===== src/rtl/pixel_row_serializer.sv =====
// Double-buffered row capture with optional Gray decode, streamed out as
// OUTPUT_BUS_WIDTH-pixel words over a valid/ready bus.
module pixel_row_serializer #(
    parameter int PIXEL_ARRAY_WIDTH = 8,
    parameter int PIXEL_BITS        = 8,
    parameter int OUTPUT_BUS_WIDTH  = 2,
    parameter int GRAY_DECODE       = 1
) (
    input  logic                                    CLK,
    input  logic                                    RESET,
    input  logic                                    ROW_VALID,
    output logic                                    ROW_READY,
    input  logic [PIXEL_ARRAY_WIDTH*PIXEL_BITS-1:0] DATA_IN,
    output logic                                    OUT_VALID,
    input  logic                                    OUT_READY,
    output logic [OUTPUT_BUS_WIDTH*PIXEL_BITS-1:0]  DATA_OUT,
    output logic                                    OUT_FIRST,
    output logic                                    OUT_LAST,
    output logic                                    ROW_DROPPED
);
    localparam int ROW_W    = PIXEL_ARRAY_WIDTH * PIXEL_BITS;
    localparam int WORD_W   = OUTPUT_BUS_WIDTH * PIXEL_BITS;
    localparam int WORDS    = PIXEL_ARRAY_WIDTH / OUTPUT_BUS_WIDTH;
    localparam int IDX_BITS = (WORDS > 1) ? $clog2(WORDS) : 1;
    localparam logic [IDX_BITS-1:0] LAST_IDX = IDX_BITS'(WORDS - 1);

    typedef enum logic {IDLE, SEND} state_t;

    generate
        if (PIXEL_ARRAY_WIDTH % OUTPUT_BUS_WIDTH != 0) begin : g_bad_width
            $error("OUTPUT_BUS_WIDTH must divide PIXEL_ARRAY_WIDTH");
        end
    endgenerate

    state_t                         state, state_next;
    logic [ROW_W-1:0]               dec_row;
    logic [ROW_W-1:0]               bank [2];
    logic [WORDS-1:0][WORD_W-1:0]   rd_row;
    logic [WORD_W-1:0]              cur_word;
    logic                           wr_ptr, rd_ptr;
    logic [IDX_BITS-1:0]            idx;
    logic [1:0]                     count, count_next;
    logic                           accept, xfer, rel;

    // Per-pixel decode: each binary bit is the XOR of all Gray bits at or above it.
    generate
        if (GRAY_DECODE != 0) begin : g_gray
            for (genvar i = 0; i < PIXEL_ARRAY_WIDTH; i++) begin : g_pix
                for (genvar j = 0; j < PIXEL_BITS; j++) begin : g_bit
                    assign dec_row[i*PIXEL_BITS+j] =
                        ^DATA_IN[i*PIXEL_BITS+PIXEL_BITS-1 : i*PIXEL_BITS+j];
                end
            end
        end else begin : g_raw
            assign dec_row = DATA_IN;
        end
    endgenerate

    assign rd_row = bank[rd_ptr];

    generate
        if (WORDS == 1) begin : g_one_word
            assign cur_word = rd_row[0];
        end else begin : g_multi_word
            assign cur_word = rd_row[idx];
        end
    endgenerate

    assign ROW_READY = (count != 2'd2);
    assign accept    = ROW_VALID & ROW_READY;
    assign xfer      = (state == SEND) & OUT_READY;
    assign rel       = xfer & (idx == LAST_IDX);

    always_comb begin
        count_next = count;
        case ({accept, rel})
            2'b10:   count_next = count + 2'd1;
            2'b01:   count_next = count - 2'd1;
            default: count_next = count;
        endcase
    end

    always_ff @(posedge CLK) begin
        if (RESET) state <= IDLE;
        else       state <= state_next;
    end

    // Look at the post-edge fill so a fresh row shows up one cycle after
    // acceptance and a back-to-back row follows the last word with no bubble.
    always_comb begin
        state_next = state;
        case (state)
            IDLE:    state_next = (count_next != 2'd0) ? SEND : IDLE;
            SEND:    state_next = (count_next != 2'd0) ? SEND : IDLE;
            default: state_next = IDLE;
        endcase
    end

    always_comb begin
        OUT_VALID = 1'b0;
        OUT_FIRST = 1'b0;
        OUT_LAST  = 1'b0;
        DATA_OUT  = '0;
        if (state == SEND) begin
            OUT_VALID = 1'b1;
            OUT_FIRST = (idx == '0);
            OUT_LAST  = (idx == LAST_IDX);
            DATA_OUT  = cur_word;
        end
    end

    always_ff @(posedge CLK) begin
        if (RESET) begin
            wr_ptr      <= 1'b0;
            rd_ptr      <= 1'b0;
            idx         <= '0;
            count       <= 2'd0;
            ROW_DROPPED <= 1'b0;
        end else begin
            count       <= count_next;
            ROW_DROPPED <= ROW_VALID & ~ROW_READY;
            if (accept) wr_ptr <= ~wr_ptr;
            if (rel) begin
                idx    <= '0;
                rd_ptr <= ~rd_ptr;
            end else if (xfer) begin
                idx <= idx + 1'b1;
            end
        end
    end

    // Bank contents need no reset; emptiness is tracked by count.
    always_ff @(posedge CLK) begin
        if (accept) bank[wr_ptr] <= dec_row;
    end
endmodule


===== config.mk =====
export PLATFORM = sky130hd
export DESIGN_NAME = pixel_row_serializer
export DESIGN_NICKNAME = d
export VERILOG_FILES = /design/src/rtl/pixel_row_serializer.sv
export SDC_FILE = /design/constraint.sdc
export NUM_CORES = 1
export LEC_CHECK = 0
export CAP_MARGIN = 20
export CORE_ASPECT_RATIO = 0.8
export CORE_MARGIN = 3
export CORE_UTILIZATION = 45
export DETAILED_ROUTE_END_ITERATION = 7
export PLACE_DENSITY = 0.68
export SLEW_MARGIN = 5
export SYNTH_ARGS = -nofsm -noshare
export SYNTH_HDL_FRONTEND = slang
export SYNTH_SLANG_ARGS = --single-unit

===== constraint.sdc =====
create_clock -name CLK -period 2.5 [get_ports CLK]
set_input_delay 0.375 -clock CLK [delete_from_list [all_inputs] [get_ports CLK]]
set_output_delay 0.375 -clock CLK [all_outputs]
set_load 0.01 [all_outputs]

# --- Word level (Yosys, flattened, before mapping) ---
# Memory sizes are Yosys's and may differ from the RTL's. A register that Yosys moved wholly into a read port is not among the register bits.
# Index checks and enable logic that the tools add are counted.
op_classes:
  n_addsub: 3
  magnitude_cmp: 1
  n_eq_ne: 4
  n_mux: 12
  n_bitwise: 7
  reduce_logical: 59
op_table:
  columns: ["operator", "count"]
  rows:
  - ["8-bit parity", 8]
  - ["7-bit parity", 8]
  - ["6-bit parity", 8]
  - ["5-bit parity", 8]
  - ["16-bit binary-select mux with 2-bit select", 1]
  - ["16-bit two-way mux", 2]
  - ["4-bit parity", 8]
  - ["3-bit parity", 8]
  - ["2-bit parity", 8]
  - ["1-bit two-way mux", 8]
  - ["2-bit by 1-bit adder with 2-bit output (second input constant)", 2]
  - ["1-bit bitwise AND", 4]
  - ["2-bit == test (second input constant)", 2]
  - ["2-bit one-hot mux with 2 select lines", 1]
  - ["2-bit by 3-bit < comparator with 1-bit output (second input constant)", 1]
  - ["1-bit inverter", 3]
  - ["2-bit by 1-bit == test with 1-bit output (second input constant)", 1]
  - ["2-bit zero test", 1]
  - ["2-bit inequality test (second input constant)", 1]
  - ["2-bit nonzero test", 1]
  - ["2-bit OR reduction", 1]
  - ["2-bit by 1-bit subtractor with 2-bit output (second input constant)", 1]
totals:
  ff_bits: 8
  mem_bits_rw: 128
  out_inout_bits: 21
  mem_count: 1
memory_table:
  columns: ["name", "words", "word_bits", "read_ports", "rd_ports_with_merged_regs", "wr", "line", "source"]
  rows:
  - ["bank", 2, 64, 1, 1, 1, "37", "logic [ROW_W-1:0] bank [2];"]

# --- Logic depth before layout (Yosys ltp) ---
logic_depth:
  ltp_word: 6
  ltp_mapped: 6
  mapped_depth_nobuf: 6

# --- Worst setup path after synthesis ---
# OpenSTA, ideal clock, no wires.
synth_path:
  path_type: "register to register"
  from: "register count[0]"
  to: "memory bank[1][0] (netlist bit) (enable)"
  setup_ns: 0.429
  arrival_time_ns: 2.196
  t_required_ns: 2.071
  path_slack_ns: -0.125
  stages_incl_launch_ff: 3
  n_path_buf: 0
  synth_period_minus_slack_ns: 2.625
  path_cell_list: "dfxtp_1 -> nand2b_1 -> and3_1"
synth_between:
  elab_chain_cells: 4
synth_rtl:
  columns: ["item", "line", "source"]
  rows:
  - ["from (decl)", "42", "logic [1:0] count, count_next;"]
  - ["from (signal assigned)", "120", "count <= count_next;"]
  - ["2-bit inequality test", "69", "assign ROW_READY = (count != 2'd2);"]
  - ["via ROW_READY", "12", "output logic ROW_READY,"]
  - ["1-bit bitwise AND", "70", "assign accept = ROW_VALID & ROW_READY;"]
  - ["1-bit two-way mux", "134", "if (accept) bank[wr_ptr] <= dec_row;"]
  - ["1-bit two-way mux (implied by the code)", "134", null]
  - ["to (decl)", "37", null]
# The timed path passes the listed nets, and every way through them passes these cells.

==> impl_metrics.ini <==
[outcome]
status = finished clean

[critical_path]
path_buf_inv = 2
critPathTopFamily = buffers and inverters
arrival_ns = 2.04
cp_slowest_stage_delay_ns = 0.49
cp_cell_sequence = bufbuf_16 -> mux4_2 -> nand2_1 -> a21oi_1 -> clkdlybuf4s15_1
slowest_stage = mux4_2
worstPathRequired_ns = 2.12
start_kind = flop
critPathKind = flop to output port
critical_path_peak_fanout = 7
cp-end-kind = output port
reg2reg_from = idx[1]

[clocking]
h-tree-depth = 4
cts_setup_buffers = 0
root_buffer = clkbuf_16
clkTransAtPathRegs_ns = 0.05
cts_tree = yes
clk_latency_ns = 0.41
clock_path_buffers = 2
ctsHoldBuffers = 0
clock-sinks = 137
cts_buffers = 17

[timing]
setup-tns-final_ns = 0
maxSlewViolCount = 0
period_share_pct = 96.7
max_freq_mhz = 414
layout_min_cycle_time_ns = 2.42
rsz0062_at_grt = false
worstMarginPinSlew_ns = 0.551
relSlewSlack_pct = 63.2
worst_slack_ns = 0.0818
setup_violations = 0
finalHoldViolCount = 0
clock_skew_ns = 0.00810
holdWs_ns = 0.527

[layout]
fillers = 965
multi_input_area_um2 = 2140
final_common_cell = edfxtp_1
layout-drive-gt1-share_pct = 18.6
nNetsFinal = 505
layout_common_cells = edfxtp_1, clkdlybuf4s50_1, nand2_1
syn_to_final_growth_pct = 28.9
seqCellArea_um2 = 4030
insertedDiodeCount = 0

[floorplan]
rows = 37
coreArea_um2 = 13200
fp.dieArea_um2 = 15300
pin_count = 89
fp.dieW_um = 138
initial_core_util_pct = 47.3
die_height_um = 111

[placed_design]
hpwl_mm = 8.15
io_buffers = 88
gp_congestion = 0.720
dp_slack_ns = 0.121

[routing]
drc = 0
viasPerCell = 5.20
wl_mm = 12.0
drt_iter0_drc = 250
routedWlPerCell_um = 19.3
ant_nets = 0
vias = 3236
dr.pass1.iters = 4

[grt]
overflow = 0
grt_max_degree = 35
grt_pass1_wl_mm = 18.6
grt_antenna_before_repair = 0
grt_usage_pct = 16.3
grt_pass1_vias = 3405

[pwr]
leakagePower_nw = 2.99
p_per_area_nw_per_um2 = 807
ir_drop_mv = 0.437

[synth]
synthDistinctLibCells = 29
yosys_warnings = 0
synth.area.top_cells = edfxtp_1, mux4_2, xor3_1
netlist_instances = 329
netlist_area_um2 = 6240
syn_avg_cell_area_um2 = 19.0
synth-seq-cells = 137
yosys.area.top_type = edfxtp_1
synthDominantCellAreaShare_pct = 61.6
seq_area_frac_synth_pct = 64.5
syn_nets = 400

[hold_path]
hp-class = flop to flop
worstHoldStart = rd_ptr

[flow_run]
cap_viol_max_count = 0
-- Yosys cell counts --
| cell | n |
|---|---|
| xor2_1 | 26 |
| nand2b_1 | 1 |
| nand4b_1 | 1 |
| xnor3_1 | 8 |
| buf_2 | 4 |
| nand3b_1 | 1 |
| xor3_1 | 14 |
| buf_4 | 1 |
| xor3_2 | 8 |
| a21oi_1 | 19 |
| nor2_1 | 5 |
| ha_1 | 3 |
| and2_1 | 2 |
| nand2_1 | 35 |
| dfxtp_1 | 9 |
| nor3b_1 | 1 |
| and3_1 | 2 |
| o21ai_0 | 1 |
| mux2i_1 | 1 |
| edfxtp_1 | 128 |
| a31oi_1 | 1 |
| clkinv_1 | 1 |
| inv_1 | 3 |
| a21bo_2 | 1 |
| xnor2_1 | 12 |
| buf_1 | 1 |
| or3_1 | 1 |
| mux4_2 | 32 |
| clkbuf_1 | 7 |
-- through the flow --
stage | instance area [um2] | std cells | utilization [%] | power, mW
floorplan | 6240 | 329 | - | 3.63
global placement | 7420 | 589 | 56.2 | 4.03
detailed placement | 7420 | 589 | 56.2 | 4.06
CTS | 8030 | 622 | 60.9 | 6.56
global route | 8040 | 622 | 60.9 | 6.75
finish | 8040 | 622 | 60.9 | 6.49
-- cell families after synthesis --
kind of cell	after synthesis	share of synthesized area (%)
buf+inv	17	1.16
xor+xnor	68	16.8
mux	33	11.7
flops	137	64.5
simple gates	49	3.39
compound gates	22	1.87
fa+ha+maj	3	0.602
-- tightest hold or removal path, stage by stage (launching register included) --
cell	delay (ns)
dfxtp_1	0.32
xnor2_1	0.09
nor2_1	0.08
-- final cells by class --
cell class	count	area share, %
clock buffer	21	5.48
clock inverter	11	1.90
inverter	4	0.218
multi-input combinational	175	26.7
sequential	137	50.1
tap	175	2.72
timing repair buffer	99	12.9
-- sequential cells by signal, summed over array words and instances, names as in the netlist, named ones only --
register     cells
wr_ptr           1
state            1
rd_ptr           1
count            2
bank           128
ROW_DROPPED      1
idx              2
-- repair_timing --
action,in CTS,in global routing
gates resized for setup,19,6
endpoints found under the hold margin,0,0
gates cloned,1,0
endpoints found under the setup margin,17,6
-- power by group --
part	total (mW)	internal, mW	switching [mW]
sequential	2.95	2.89	0.0578
combinational	1.04	0.550	0.488
clock	2.51	1.65	0.857
-- metal layers --
layer / GRT usage, % / up-vias / routed length (um)
met5: 0 / - / 0
met4: 4.59 / 0 / 89
met3: 4.36 / 9 / 823
met2: 24.5 / 98 / 5530
met1: 23.6 / 1635 / 5540
li1: - / 1494 / -
-- final timing paths --
path                            depth (start not counted)  slack, ns           to
worst max register to register                          6       0.49        state
worst min register to register                          2       0.53         flop
worst max-delay path                                    5       0.08  DATA_OUT[4]
worst min-delay path                                    2       0.53         flop
(Power assumes the default switching activity.)
